[src/rtl/ip_tx_arbiter_pkg.sv]
// ---------------------------------------------------------------------------
// ip_tx_arbiter_pkg : shared IP TX/RX encodings and sizing        | rev 1.0
// ---------------------------------------------------------------------------
`default_nettype none

package ip_tx_arbiter_pkg;

  typedef enum logic [1:0] {
    ST_IDLE     = 2'd0,
    ST_GNT_UDP  = 2'd1,
    ST_GNT_ICMP = 2'd2,
    ST_DRAIN    = 2'd3
  } arb_state_t;

  // tdest encoding shared with the RX demux
  localparam logic TDEST_UDP  = 1'b0;
  localparam logic TDEST_ICMP = 1'b1;

  localparam int MTU_BYTES         = 1500;
  localparam int DEF_MAX_PKT_BEATS = MTU_BYTES / 4;

  // slice payload: {tdest, tlast, tdata}
  localparam int SLICE_W = 1 + 1 + 32;

endpackage

`default_nettype wire

[src/rtl/axis_reg_slice.sv]
// ---------------------------------------------------------------------------
// axis_reg_slice : 2-entry skid buffer with registered s_ready     | rev 1.0
// ---------------------------------------------------------------------------
`default_nettype none

module axis_reg_slice #(
  parameter int WIDTH = 34
) (
  input  logic             clk,
  input  logic             rst,
  input  logic             s_valid,
  output logic             s_ready,
  input  logic [WIDTH-1:0] s_data,
  output logic             m_valid,
  input  logic             m_ready,
  output logic [WIDTH-1:0] m_data
);

  logic             skid_valid;
  logic [WIDTH-1:0] skid_data;
  logic             m_valid_nxt;
  logic [WIDTH-1:0] m_data_nxt;
  logic             skid_valid_nxt;
  logic [WIDTH-1:0] skid_data_nxt;
  logic             s_fire;

  assign s_fire = s_valid & s_ready;

  always_comb begin
    m_valid_nxt    = m_valid;
    m_data_nxt     = m_data;
    skid_valid_nxt = skid_valid;
    skid_data_nxt  = skid_data;
    if (m_ready || !m_valid) begin
      // s_ready is low whenever the skid entry is occupied, so no new beat competes here
      if (skid_valid) begin
        m_valid_nxt    = 1'b1;
        m_data_nxt     = skid_data;
        skid_valid_nxt = 1'b0;
      end else begin
        m_valid_nxt = s_fire;
        if (s_fire) begin
          m_data_nxt = s_data;
        end
      end
    end else if (s_fire) begin
      skid_valid_nxt = 1'b1;
      skid_data_nxt  = s_data;
    end
  end

  always_ff @(posedge clk) begin
    if (rst) begin
      m_valid    <= 1'b0;
      m_data     <= '0;
      skid_valid <= 1'b0;
      skid_data  <= '0;
      s_ready    <= 1'b0;
    end else begin
      m_valid    <= m_valid_nxt;
      m_data     <= m_data_nxt;
      skid_valid <= skid_valid_nxt;
      skid_data  <= skid_data_nxt;
      s_ready    <= ~skid_valid_nxt;
    end
  end

endmodule

`default_nettype wire

[src/rtl/ip_tx_arbiter.sv]
// ---------------------------------------------------------------------------
// ip_tx_arbiter : packet-level UDP/ICMP arbiter onto the IP TX path | rev 1.0
// ---------------------------------------------------------------------------
`default_nettype none

module ip_tx_arbiter
  import ip_tx_arbiter_pkg::*;
#(
  parameter int MAX_PKT_BEATS = DEF_MAX_PKT_BEATS,
  parameter bit FIXED_PRIO    = 1'b0,
  parameter int CNT_W         = 16
) (
  input  logic             tx_mac_aclk,
  input  logic             tx_mac_reset,
  input  logic [31:0]      tx_axis_udp_tdata,
  input  logic             tx_axis_udp_tvalid,
  input  logic             tx_axis_udp_tlast,
  output logic             tx_axis_udp_tready,
  input  logic [31:0]      tx_axis_icmp_tdata,
  input  logic             tx_axis_icmp_tvalid,
  input  logic             tx_axis_icmp_tlast,
  output logic             tx_axis_icmp_tready,
  output logic [31:0]      tx_axis_ip_tdata,
  output logic             tx_axis_ip_tvalid,
  output logic             tx_axis_ip_tlast,
  output logic             tx_axis_ip_tdest,
  input  logic             tx_axis_ip_tready,
  output logic [CNT_W-1:0] udp_pkt_cnt,
  output logic [CNT_W-1:0] icmp_pkt_cnt,
  output logic             overrun_err
);

  localparam int                BEAT_W    = $clog2(MAX_PKT_BEATS + 1);
  localparam logic [BEAT_W-1:0] LAST_BEAT = BEAT_W'(MAX_PKT_BEATS - 1);

  arb_state_t          state, state_nxt;
  logic                last_grant, last_grant_nxt;
  logic [BEAT_W-1:0]   beat_cnt, beat_cnt_nxt;
  logic                overrun_nxt;
  logic                src_valid, src_last, src_ready;
  logic [31:0]         src_data;
  logic                s_valid, s_ready, m_valid;
  logic [SLICE_W-1:0]  s_data, m_data;

  // last_grant doubles as the current owner while a packet is in flight
  assign src_valid = (last_grant == TDEST_ICMP) ? tx_axis_icmp_tvalid : tx_axis_udp_tvalid;
  assign src_last  = (last_grant == TDEST_ICMP) ? tx_axis_icmp_tlast  : tx_axis_udp_tlast;
  assign src_data  = (last_grant == TDEST_ICMP) ? tx_axis_icmp_tdata  : tx_axis_udp_tdata;

  assign tx_axis_udp_tready  = src_ready && (last_grant == TDEST_UDP);
  assign tx_axis_icmp_tready = src_ready && (last_grant == TDEST_ICMP);

  assign s_data = {last_grant, src_last | (beat_cnt == LAST_BEAT), src_data};

  always_comb begin
    state_nxt      = state;
    last_grant_nxt = last_grant;
    beat_cnt_nxt   = beat_cnt;
    overrun_nxt    = 1'b0;
    src_ready      = 1'b0;
    s_valid        = 1'b0;
    case (state)
      ST_IDLE: begin
        if (tx_axis_udp_tvalid || tx_axis_icmp_tvalid) begin
          if (tx_axis_udp_tvalid && tx_axis_icmp_tvalid) begin
            last_grant_nxt = FIXED_PRIO ? TDEST_ICMP : ~last_grant;
          end else begin
            last_grant_nxt = tx_axis_icmp_tvalid ? TDEST_ICMP : TDEST_UDP;
          end
          state_nxt    = (last_grant_nxt == TDEST_ICMP) ? ST_GNT_ICMP : ST_GNT_UDP;
          beat_cnt_nxt = '0;
        end
      end
      ST_GNT_UDP, ST_GNT_ICMP: begin
        src_ready = s_ready;
        if (src_valid && s_ready) begin
          s_valid      = 1'b1;
          beat_cnt_nxt = beat_cnt + BEAT_W'(1);
          if (src_last) begin
            state_nxt = ST_IDLE;
          end else if (beat_cnt == LAST_BEAT) begin
            state_nxt   = ST_DRAIN;
            overrun_nxt = 1'b1;
          end
        end
      end
      ST_DRAIN: begin
        src_ready = 1'b1;
        if (src_valid && src_last) begin
          state_nxt = ST_IDLE;
        end
      end
      default: state_nxt = ST_IDLE;
    endcase
  end

  always_ff @(posedge tx_mac_aclk) begin
    if (tx_mac_reset) begin
      state        <= ST_IDLE;
      last_grant   <= TDEST_ICMP;
      beat_cnt     <= '0;
      overrun_err  <= 1'b0;
      udp_pkt_cnt  <= '0;
      icmp_pkt_cnt <= '0;
    end else begin
      state       <= state_nxt;
      last_grant  <= last_grant_nxt;
      beat_cnt    <= beat_cnt_nxt;
      overrun_err <= overrun_nxt;
      if (tx_axis_ip_tvalid && tx_axis_ip_tready && tx_axis_ip_tlast) begin
        if (tx_axis_ip_tdest == TDEST_ICMP) begin
          icmp_pkt_cnt <= icmp_pkt_cnt + CNT_W'(1);
        end else begin
          udp_pkt_cnt <= udp_pkt_cnt + CNT_W'(1);
        end
      end
    end
  end

  axis_reg_slice #(
    .WIDTH (SLICE_W)
  ) u_out_slice (
    .clk     (tx_mac_aclk),
    .rst     (tx_mac_reset),
    .s_valid (s_valid),
    .s_ready (s_ready),
    .s_data  (s_data),
    .m_valid (m_valid),
    .m_ready (tx_axis_ip_tready),
    .m_data  (m_data)
  );

  assign tx_axis_ip_tvalid = m_valid;
  assign tx_axis_ip_tdest  = m_data[33];
  assign tx_axis_ip_tlast  = m_data[32];
  assign tx_axis_ip_tdata  = m_data[31:0];

endmodule

`default_nettype wire
[config.mk]
export PLATFORM = sky130hd
export DESIGN_NAME = ip_tx_arbiter
export DESIGN_NICKNAME = d
export VERILOG_FILES = /design/src/rtl/ip_tx_arbiter_pkg.sv /design/src/rtl/axis_reg_slice.sv /design/src/rtl/ip_tx_arbiter.sv
export SDC_FILE = /design/constraint.sdc
export NUM_CORES = 1
export LEC_CHECK = 0
export CAP_MARGIN = 20
export CORE_AREA = 2 2 115 117
export CTS_BUF_LIST = sky130_fd_sc_hd__clkbuf_4 sky130_fd_sc_hd__clkbuf_8
export CTS_CLUSTER_SIZE = 24
export DETAILED_ROUTE_END_ITERATION = 16
export DIE_AREA = 0 0 117 119
export DONT_BUFFER_PORTS = 1
export PLACE_DENSITY_LB_ADDON = 0.3
export SYNTH_ARGS = -nofsm -noshare
export SYNTH_HDL_FRONTEND = slang
export SYNTH_HIERARCHICAL = 1
export SYNTH_SLANG_ARGS = --single-unit
[constraint.sdc]
create_clock -name tx_mac_aclk -period 3.12 [get_ports tx_mac_aclk]
set_input_delay 0.624 -clock tx_mac_aclk [delete_from_list [all_inputs] [get_ports tx_mac_aclk]]
set_output_delay 0.624 -clock tx_mac_aclk [all_outputs]
set_load 0.02 [all_outputs]
After elaboration in Yosys (flattened, before gate mapping)
Index checks and enable logic that the tools add are counted.
{"block": "op_classes", "n_addsub": 3, "n_eq_ne": 8, "mux": 26, "bitwise_logic": 8, "n_reduce_logical": 22}
{"op": "two-way mux 34 bit", "count": 2}
{"op": "adder 16 x 1 -> 16 bit, second input constant", "count": 2}
{"op": "two-way mux 32 bit", "count": 1}
{"op": "two-way mux 9 bit", "count": 2}
{"op": "case mux 9 bit (2 select lines)", "count": 1}
{"op": "two-way mux 1 bit", "count": 12}
{"op": "two-way mux 2 bit", "count": 6}
{"op": "AND reduction 2 bit", "count": 5}
{"op": "adder 9 x 1 -> 9 bit, second input constant", "count": 1}
{"op": "equality test 9 bit, second input constant", "count": 1}
{"op": "logical AND 1 bit", "count": 7}
{"op": "inequality test 2 bit, second input constant", "count": 3}
{"op": "inverter 1 bit", "count": 6}
{"op": "case mux 2 bit (3 select lines)", "count": 1}
{"op": "equality test 2 bit, second input constant", "count": 2}
{"op": "AND reduction 4 bit", "count": 1}
{"op": "nonzero test 2 bit", "count": 2}
{"op": "OR reduction 4 bit", "count": 1}
{"op": "inequality test 3 bit, second input constant", "count": 1}
{"op": "AND reduction 3 bit", "count": 1}
{"op": "equality test 2 x 1 -> 1 bit, second input constant", "count": 1}
{"op": "logical NOT 2 bit", "count": 1}
{"op": "logical OR 1 bit", "count": 2}
{"op": "case mux 1 bit (2 select lines)", "count": 1}
{"op": "other kinds (4)", "count": 4}
{"block": "totals", "register_bits": 116, "in_bits": 71, "output_inout_bits": 70, "elab_cells": 78}

Longest topological paths before layout
Gate-level depths: netlist of run 1.
{"block": "depth", "depth_word": 8, "mapped_depth": 11}

Hierarchy
Netlist of run 1, hierarchy kept.
{"module": "axis_reg_slice", "n_inst": 1, "cells_each": 316, "area_per_inst_um2": 2996.6, "seq_area_each_um2": 1421.4}
{"module": "ip_tx_arbiter", "n_inst": 1, "cells_each": 302, "area_per_inst_um2": 2608.8, "seq_area_each_um2": 900.9}

Worst setup path before layout of run 1
OpenSTA, ideal clock, no wires.
{"block": "synth_timing", "kind": "flip-flop to output port", "start": "reg last_grant", "end": "out tx_axis_icmp_tready", "arrival_time_ns": 1.600, "t_required_ns": 2.496, "path_slack_ns": 0.896, "stages_incl_launch_ff": 5, "n_path_buf": 3, "path_cell_list": "dfxtp_1 -> buf_2 -> buf_2 -> buf_1 -> nor3b_1"}
{"block": "synth_via", "elab_chain_len": 1}
{"element": "start: declaration", "line_no": "ip_tx_arbiter.sv:37", "source": "logic last_grant, last_grant_nxt;"}
{"element": "start signal: assignment", "line_no": "ip_tx_arbiter.sv:107", "source": "last_grant <= last_grant_nxt;"}
{"element": "logical AND 1 bit", "line_no": "ip_tx_arbiter.sv:51", "source": "assign tx_axis_icmp_tready = src_ready && (last_grant == TDEST_ICMP);"}
{"element": "end: declaration", "line_no": "ip_tx_arbiter.sv:22", "source": "output logic tx_axis_icmp_tready,"}
Every way passes these cells.

Worst setup path after layout of run 1
{"block": "layout_timing", "start": "reg state[1]", "end": "out tx_axis_icmp_tready"}
{"block": "layout_via", "elab_chain_len": 4, "word_cells_on_any_way": 6, "classes_between": "eq/ne (3); mux (1); reduce/logical (2)"}
{"element": "start: declaration", "line_no": "ip_tx_arbiter.sv:36", "source": "arb_state_t state, state_nxt;"}
{"element": "start signal: assignment", "line_no": "ip_tx_arbiter.sv:106", "source": "state <= state_nxt;"}
{"element": "equality test 2 x 1 -> 1 bit or equality test 2 bit (tied branches)", "line_no": "ip_tx_arbiter.sv:62", "source": "case (state)"}
{"element": "OR reduction 2 bit", "line_no": "ip_tx_arbiter.sv:62"}
{"element": "case mux 1 bit (2 select lines) (*)", "line_no": "ip_tx_arbiter.sv:62"}
{"element": "logical AND 1 bit (*)", "line_no": "ip_tx_arbiter.sv:51"}
Every way passes the cells marked *; elsewhere a longest branch is shown, timed or not.

==> impl_metrics.ini, run 1 <==
[clocking]
cts_root_buf = clkbuf_8
clk_path_buf_depth = 2
h-tree-depth = 4
postCtsResizedCells = 0
postCtsHoldBufs = 0
cts.sinks = 116
clkTransAtPathRegs_ns = 0.07
clk_latency_ns = 0.43
cts_tree = yes
numCtsBuffers = 17
post-cts-setup-buffers = 0

[route]
dr.pass1.iters = 6
drc = 0
wl_per_cell_um = 16.31
vias = 4374
via_per_inst = 5.537
ant_nets = 0
drt-initial-drc-count = 262
wl_um = 12890

[global_routing]
first_global_vias = 4210
antenna_found_initial = 0
grt_pass1_wl_um = 20270
grt_start_max_net_pins = 111
grt_overflow = 0
track_usage_pct = 18.53

[floorplan]
dieArea_sq_mm = 0.01392
pin_count = 141
die_w_um = 117
num_rows = 42
die_y_um = 119
coreArea_sq_mm = 0.01287
initial_core_util_pct = 43.54

[place]
dpl_cell_area_sq_mm = 0.005663
dpl.hpwl_um = 8432
place_ws_ns = 0.6175
routabilityCongestion = 0.7893
port_buffers = 0
placedCellCount = 759

[sta]
hold_viol_final = 0
finalClockSkew_ns = 0.009319
finalCritPeriodShare_pct = 83.47
worst_pin_slew_ns = 0.7289
relSlewSlack_pct = 51.15
drv_slew = 0
setup_ws_ns = 0.5157
setup_tns_ns = 0
rsz0062_at_grt = no
period_minus_slack_ns = 2.604
fmaxAchievable_ghz = 0.3840
finalSetupViolCount = 0

[finish]
syn2layout_area_growth_pct = 8.393
diodes = 0
nets = 680
fillers = 1280
multi_input_area_sq_mm = 0.003024
drive_gt1_share_pct = 14.50
regArea_sq_mm = 0.002325
instances_no_fill = 790
postLayoutCellArea_sq_mm = 0.006076

[synth]
synth_ff_type = dfxtp_1
syn_area_sq_mm = 0.005605
synth_seq_area_share_pct = 41.43
ys_types = 48
syn_avg_cell_area_sq_um = 9.070
synth_edf_count = 0
ys_seq_elements = 116
ys_warn_count = 6
async_flop_share_pct = 0
syn_inst = 618
syn-num-nets = 696

[critical_path]
cp_max_fo = 9
critical_path.max_stage_delay_ns = 0.57
worst-setup-path-type = reg -> out
cp_slowest_cell = nor3b_1
critPathRequiredTime_ns = 2.50
path_cells = inv_1 -> ha_1 -> a21oi_1 -> nor3b_1
end_kind = primary output
startpoint_type = flop
arrival_ns = 1.98

[power]
p_leak_nw = 1.925
total_power_w = 0.003905
vdd_drop_max_uv = 394.6
power.density_mw_per_mm2 = 642.7

[min_path]
hp-class = in -> reg

[status]
status = complete, no violations

[job]
max-cap-violations = 0
[cell type report]
cell class | count | area share, %
Sequential cell | 116 | 38.26
Multi-Input combinational cell | 450 | 49.77
Clock buffer | 21 | 4.654
Timing Repair Buffer | 8 | 0.9885
Tap cell | 176 | 3.624
Inverter | 9 | 0.5560
Clock inverter | 10 | 2.142
[synthesized netlist by cell type, types with 2 or more instances]
cell type | n | area [sq um]
a211oi_1 | 5 | 37.54
mux2_2 | 11 | 123.9
nand2_1 | 88 | 330.3
inv_1 | 9 | 33.78
or3_1 | 7 | 43.79
xor2_1 | 8 | 70.07
buf_1 | 3 | 11.26
mux2_1 | 22 | 247.7
nor2b_1 | 2 | 12.51
mux2i_1 | 36 | 360.4
nand2b_1 | 3 | 18.77
buf_2 | 12 | 60.06
xnor2_1 | 21 | 183.9
ha_1 | 7 | 87.58
dfxtp_1 | 116 | 2322
buf_6 | 6 | 67.56
o21ai_0 | 10 | 50.05
and2_1 | 3 | 18.77
clkbuf_1 | 21 | 78.83
and4b_1 | 2 | 20.02
and3_1 | 3 | 18.77
a211oi_2 | 30 | 375.4
a21oi_1 | 89 | 445.4
and4_1 | 2 | 17.52
nor2_1 | 40 | 150.1
nor4_1 | 4 | 25.02
o211ai_1 | 2 | 15.01
nand3_1 | 18 | 90.09
nor3_1 | 7 | 35.03
o21ai_1 | 3 | 15.01
nand4_1 | 9 | 56.30
nor3_2 | 3 | 30.03
[stage by stage]
| step | hold WS, ns | utilization (%) |
|---|---|---|
| 6_report | 0.2816 | 47.19 |
| 5_1_grt | 0.2401 | 47.19 |
| 4_1_cts | 0.2355 | 47.19 |
| 3_5_place_dp | 0.4429 | 43.98 |
| 3_3_place_gp | 0.4369 | 43.98 |
| 2_1_floorplan | 0.4360 | - |
[cell usage in the layout (no fill, tap or decap), types with 3 or more instances in the layout]
master     netlist  routed
mux2_1          22      22
o21ai_0         10      10
clkinv_2         0       5
nand2b_1         3       3
a211oi_1         5       5
and3_1           3       3
mux2_2          11      11
mux2i_1         36      36
bufinv_16        0       3
nor2_1          40      40
a211oi_2        30      30
nor3_2           3       3
or3_1            7       7
buf_4            1       8
nand2_1         88      88
o21ai_1          3       3
nand3_1         18      18
xor2_1           8       8
dfxtp_1        116     114
nand4_1          9       9
xnor2_1         21      21
inv_1            9       9
clkbuf_8         0      20
and2_1           3       3
a21oi_1         89      89
nor4_1           4       4
nor3_1           7       7
ha_1             7       7
[registers in the layout, summed over array words and instances, names as in the netlist]
| signal | flops |
|---|---|
| icmp_pkt_cnt | 16 |
| u_out_slice/skid_data | 34 |
| u_out_slice/s_ready | 1 |
| state | 2 |
| u_out_slice/skid_valid | 1 |
| overrun_err | 1 |
| udp_pkt_cnt | 16 |
| u_out_slice/m_data | 34 |
| last_grant | 1 |
| beat_cnt | 9 |
| u_out_slice/m_valid | 1 |
[critical path: cells and delay by family (launching register included)]
family	cells	cell delay [ns]
simple gates	1	0.57
fa+ha+maj	1	0.42
flops	1	0.36
compound gates	1	0.12
buf+inv	1	0.08
[kinds of logic after synthesis]
logic type,after synthesis,synth area share (%)
adder cells (fa/ha/maj),7,1.562
AND/OR/NAND/NOR,200,17.21
AO/OA/AOI/OAI,145,17.59
XOR/XNOR,29,4.531
multiplexers,69,13.06
flip-flops,116,41.43
buffers and inverters,52,4.621
[report_power, final]
group,total (W),switching (W),internal (W)
Combinational,0.000775,0.000467,0.000309
Sequential,0.00169,0.000131,0.00156
Clock,0.00144,0.000592,0.000850
[per-layer routing]
metal | wire (um) | share of wire, % | vias up | track usage, %
met1 | 5411 | 42 | 2067 | 22.13
met2 | 6055 | 47 | 155 | 29.62
met5 | 0 | 0 | - | 0
li1 | - | - | 2143 | -
met4 | 111 | 0.86 | 0 | 6.103
met3 | 1310 | 10 | 9 | 8.142
[worst paths after layout]
path,start,endpoint,slack [ns],cells after the start
max,state[1],tx_axis_icmp_tready,0.52,4
min,tx_mac_reset,u_out_slice/s_ready,0.28,1
max reg2reg,state[1],u_out_slice/skid_data[17],0.61,8
min reg2reg,u_out_slice/skid_data[19],u_out_slice/skid_data[19],0.45,2
Power figures use the tool's default switching activity.
==> inputs of run 2 (changes only) <==
==> constraint.sdc (replaced) <==
create_clock -name tx_mac_aclk -period 2.4 [get_ports tx_mac_aclk]
set_input_delay 0.48 -clock tx_mac_aclk [delete_from_list [all_inputs] [get_ports tx_mac_aclk]]
set_output_delay 0.48 -clock tx_mac_aclk [all_outputs]
set_load 0.02 [all_outputs]
==> run 2 against run 1 <==
  * Via count increased by 1.2%
  * Count of clock-buffer cells in the layout increased by 1
  * Non-clock buffer count increased by 10
  * Register-to-register slack got worse by 0.29 ns
  * Global-route usage increased by 0.14 points
  * Cell count increased by 1.4%
  * Hold slack got worse by 0.14 ns
  * Largest cell class unchanged
  * Critical path depth increased by 1
  * Sequential power increased by 30%
  * Total power increased by 34%
  * Flip-flop and latch count unchanged
==> impl_metrics.ini, run 2 (synthesis gave the netlist of run 1 again) <==
[power]
p_leak_nw = 1.999
vdd_drop_max_uv = 457.4
power.density_mw_per_mm2 = 843.7

[global_routing]
first_global_vias = 4248
grt_overflow = 0
met3_usage_pct = 8.346
busiest_layer = met2
antenna_found_initial = 0
grt_use_met1_pct = 23.24
grt_start_max_net_pins = 111
met2_usage_pct = 28.76
grt_pass1_wl_um = 20530
track_usage_pct = 18.67

[floorplan]
num_rows = 42
initial_core_util_pct = 43.54
pin_count = 141
coreArea_sq_mm = 0.01287
dieArea_sq_mm = 0.01392
die_y_um = 119
die_w_um = 117

[sta]
finalCritPeriodShare_pct = 91.15
drv_slew = 0
hold_viol_final = 0
rsz0062_at_grt = no
finalClockSkew_ns = 0.01034
relSlewSlack_pct = 50.24
fmaxAchievable_ghz = 0.4571
period_minus_slack_ns = 2.188
setup_tns_ns = 0
setup_ws_ns = 0.2124
worst_pin_slew_ns = 0.7396
finalSetupViolCount = 0

[finish]
nets = 690
diodes = 0
drive_gt1_share_pct = 16.32
syn2layout_area_growth_pct = 10.63
top_regs = u_out_slice/m_data: 34 flops, u_out_slice/skid_data: 34 flops
mostFrequentLayoutCell = dfxtp_1
instances_no_fill = 801
postLayoutCellArea_sq_mm = 0.006201
fillers = 1211
layout_common_cells = 114 x dfxtp_1, 89 x a21oi_1, 88 x nand2_1, 40 x nor2_1, 36 x mux2i_1

[critical_path]
worst-setup-path-type = reg -> out
crit_path_start = state[0]
startpoint_type = flop
critPathRequiredTime_ns = 1.92
end_kind = primary output
arrival_ns = 1.71
cp_slowest_cell = ha_2
critical_path.max_stage_delay_ns = 0.40
path_cells = inv_1 -> ha_2 -> a21oi_1 -> nor3b_2 -> buf_4
cp_max_fo = 9
r2r-start = state[0]

[min_path]
hp-start = tx_mac_reset
hp-class = in -> reg

[clocking]
h-tree-depth = 4
clk_path_buf_depth = 2
numCtsBuffers = 17
postCtsHoldBufs = 0
clk_latency_ns = 0.43
post-cts-setup-buffers = 0
cts.sinks = 116
clkTransAtPathRegs_ns = 0.07
cts_root_buf = clkbuf_8
cts_tree = yes
postCtsResizedCells = 0

[place]
port_buffers = 0
place_ws_ns = 0.3228
routabilityCongestion = 0.7993
dpl_cell_area_sq_mm = 0.005751
dpl.hpwl_um = 8570
placedCellCount = 769

[route]
drt-initial-drc-count = 256
wl_um = 12900
drc = 0
dr.pass1.iters = 4
ant_nets = 0
via_per_inst = 5.526
wl_per_cell_um = 16.10
vias = 4426

[job]
max-cap-violations = 0

[status]
status = complete, no violations
## run 2: cell count changes in the layout (fill, tap and decap cells not counted)
cell,previous run,this run
buf_4,8,17
buf_12,0,1
bufinv_16,3,4
clkbuf_4,1,2
clkinvlp_4,2,1
ha_1,7,6
ha_2,0,1
nor3b_1,1,0
nor3b_2,0,1
## run 2: final timing paths
kind                                   end  slack [ns]  cells past startpoint
hold reg to reg   u_out_slice/skid_data[3]        0.45                      2
setup reg to reg    u_out_slice/m_data[16]        0.32                      8
hold / removal                    state[0]        0.14                      1
setup / recovery       tx_axis_icmp_tready        0.21                      5
## run 2: final cells by class
type | count | area (sq um) | area share, %
multi-input combinational | 450 | 3032 | 48.89
sequential | 116 | 2325 | 37.49
clock inverter | 10 | 152.6 | 2.462
tap | 176 | 220.2 | 3.551
clock buffer | 22 | 290.3 | 4.681
timing repair buffer | 18 | 147.6 | 2.381
inverter | 9 | 33.78 | 0.5448
## run 2: report_power, final
part | internal (W) | total [W] | switching, W
clock | 0.00123 | 0.00199 | 0.000764
combinational | 0.000430 | 0.00105 | 0.000617
sequential | 0.00202 | 0.00219 | 0.000168
## run 2: layer usage
| metal | wire length, um | vias to the layer above |
|---|---|---|
| met5 | 0 | - |
| met4 | 155 | 0 |
| met1 | 5524 | 2094 |
| met2 | 5944 | 152 |
| li1 | - | 2166 |
| met3 | 1275 | 14 |
## run 2: critical path: cells and delay by family, from the launching register on
family	cells	cell delay (ns)
flip-flops	1	0.36
AND/OR/NAND/NOR	1	0.17
buffers and inverters	2	0.24
adder cells (fa/ha/maj)	1	0.40
AO/OA/AOI/OAI	1	0.12
## run 2: per-stage QoR
stage | power [W] | util [%] | hold WS (ns)
final | 0.005232 | 48.16 | 0.1433
after floorplan | 0.003087 | - | 0.4360
after detailed placement | 0.003258 | 44.66 | 0.4421
after global placement | 0.003223 | 44.66 | 0.4361
after CTS | 0.005271 | 48.11 | 0.1017
after global routing | 0.005494 | 48.16 | 0.09398
==> RTL edit, RTL diff (flow settings as in run 1) <==
Set the parameter `FIXED_PRIO` to 1'b1 (it was 1'b0).
--- a/src/rtl/ip_tx_arbiter.sv
+++ b/src/rtl/ip_tx_arbiter.sv
@@ -7,7 +7,7 @@
   import ip_tx_arbiter_pkg::*;
 #(
   parameter int MAX_PKT_BEATS = DEF_MAX_PKT_BEATS,
-  parameter bit FIXED_PRIO    = 1'b0,
+  parameter bit FIXED_PRIO    = 1'b1,
   parameter int CNT_W         = 16
 ) (
   input  logic             tx_mac_aclk,
Formal check against the unedited RTL: not equivalent (Yosys sat finds a counterexample within 4 cycles, from zero or initial values and one cycle with tx_mac_reset high).
==> RTL edit against run 1 <==
- sequential cell count stayed put
- non-clock buffer count fell by 1
- die area did not move
- routed wire length down 1.2%
- design area fell by 1.3%
- setup slack gained 70 ps
- via count fell by 2.7%
- critical path type unchanged
- synthesized area fell by 1.1%
- power is 0.92% higher
- synthesized cell count shrank 2.1%
==> RTL edit: results (changes against run 1) <==
- Fmax: 395 MHz (was 384 MHz)
- Post-layout nets: 664 (was 680)
- Sequential area share after synthesis: 41.9% (was 41.4%)
- Endpoint of the worst hold path: icmp_pkt_cnt[13]$_SDFFE_PP0P_ (was u_out_slice/s_ready$_SDFF_PP0_)
- CP endpoint: tx_axis_udp_tready (was tx_axis_icmp_tready)
- Iter 0 DRT Violations: 334 (was 262)
- Reg2Reg Depth: 7 (was 8)
- Slowest stage delay, CP: 530 ps (was 570 ps)
- Worst-Margin Slew: 658 ps (was 729 ps)
- Largest net degree at the start of global routing: 108 (was 111)
- Placer Congestion: 0.795 (was 0.789)
- Syn_area_per_cell: 9.16 um^2 (was 9.07 um^2)
- DP Area: 5590 um^2 (was 5660 um^2)
- Leak Pwr: 0.00198 uW (was 0.00192 uW)
- Final hold slack: 265 ps (was 282 ps)
- Fill count: 1210 (was 1280)
- Crit path DAT: 1910 ps (was 1980 ps)
- DRT Pass-1 Iters: 4 (was 6)
- Final wirelength: 12700 um (was 12900 um)
- Dpl ws: 709 ps (was 617 ps)
- Vias in the first global route: 4122 (was 4210)
- Status: finished clean (unchanged)
- XOR/XNOR Fraction of Synth Area: 5.37% (was 4.53%)
- Synth top cells by count: dfxtp_1, nand2_1, a21oi_1 (was dfxtp_1, a21oi_1, nand2_1)
- Fin cells: 775 (was 790)
- CP max-delay cell: nor3_1 (was nor3b_1)
- Total GRT Usage: 18.8% (was 18.5%)
- Post-synthesis compound-gate area fraction: 16.9% (was 17.6%)
- Layout cells sized above 1: 18.0% (was 14.5%)
- Reg-to-Reg End: u_out_slice/m_data[22]$_SDFFE_PP0P_ (was u_out_slice/skid_data[17]$_SDFFE_PP0P_)
- Reg2reg setup slack: 680 ps (was 610 ps)
- DR vias: 4258 (was 4374)
[RTL edit: logic make-up (layout without fill, tap and decap cells)]
kind of cell | count (synthesis) | count (layout)
AOI/OAI and AO/OA | 135 | 135
xor gates and xnor gates | 34 | 34
adders and majority gates | 7 | 7
buffers and inverters | 51 | 45
DFF | 116 | 116
muxes | 70 | 70
and+or+nand+nor | 192 | 192
[RTL edit: critical path, delay by kind of cell, from the launching register on]
kind / cells / cell delay (ps)
adder cells (fa/ha/maj): 1 / 400
flip-flops: 1 / 330
AO/OA/AOI/OAI: 1 / 140
buffers and inverters: 1 / 70
AND/OR/NAND/NOR: 1 / 530
[RTL edit: routing by layer]
layer	track usage (%)	wire length, um
met1	22.3	5430
met2	31.6	6280
met3	5.80	830
met5	0	0
met4	6.69	202
[RTL edit: area by class of cell]
cell class | count | area share [%]
inverters | 6 | 0.376
well taps | 176 | 3.67
clock inverters | 10 | 2.19
flip-flops and latches | 116 | 38.8
clock buffers | 22 | 4.63
repair buffers | 7 | 0.876
multi-input cells | 438 | 49.5
[RTL edit: report_power, final]
part | leakage (uW) | total (uW) | switching [uW] | internal [uW]
logic | 0.000830 | 816 | 489 | 328
registers | 0.000937 | 1700 | 135 | 1560
clock network | 0.000214 | 1430 | 587 | 840
total | 0.00198 | 3940 | 1210 | 2730
[RTL edit: through the flow]
stage / total power, uW / util (%)
after floorplan: 2400 / -
after global placement: 2510 / 43.4
after detailed placement: 2540 / 43.4
after CTS: 3980 / 46.6
after global routing: 4140 / 46.6
final: 3940 / 46.6
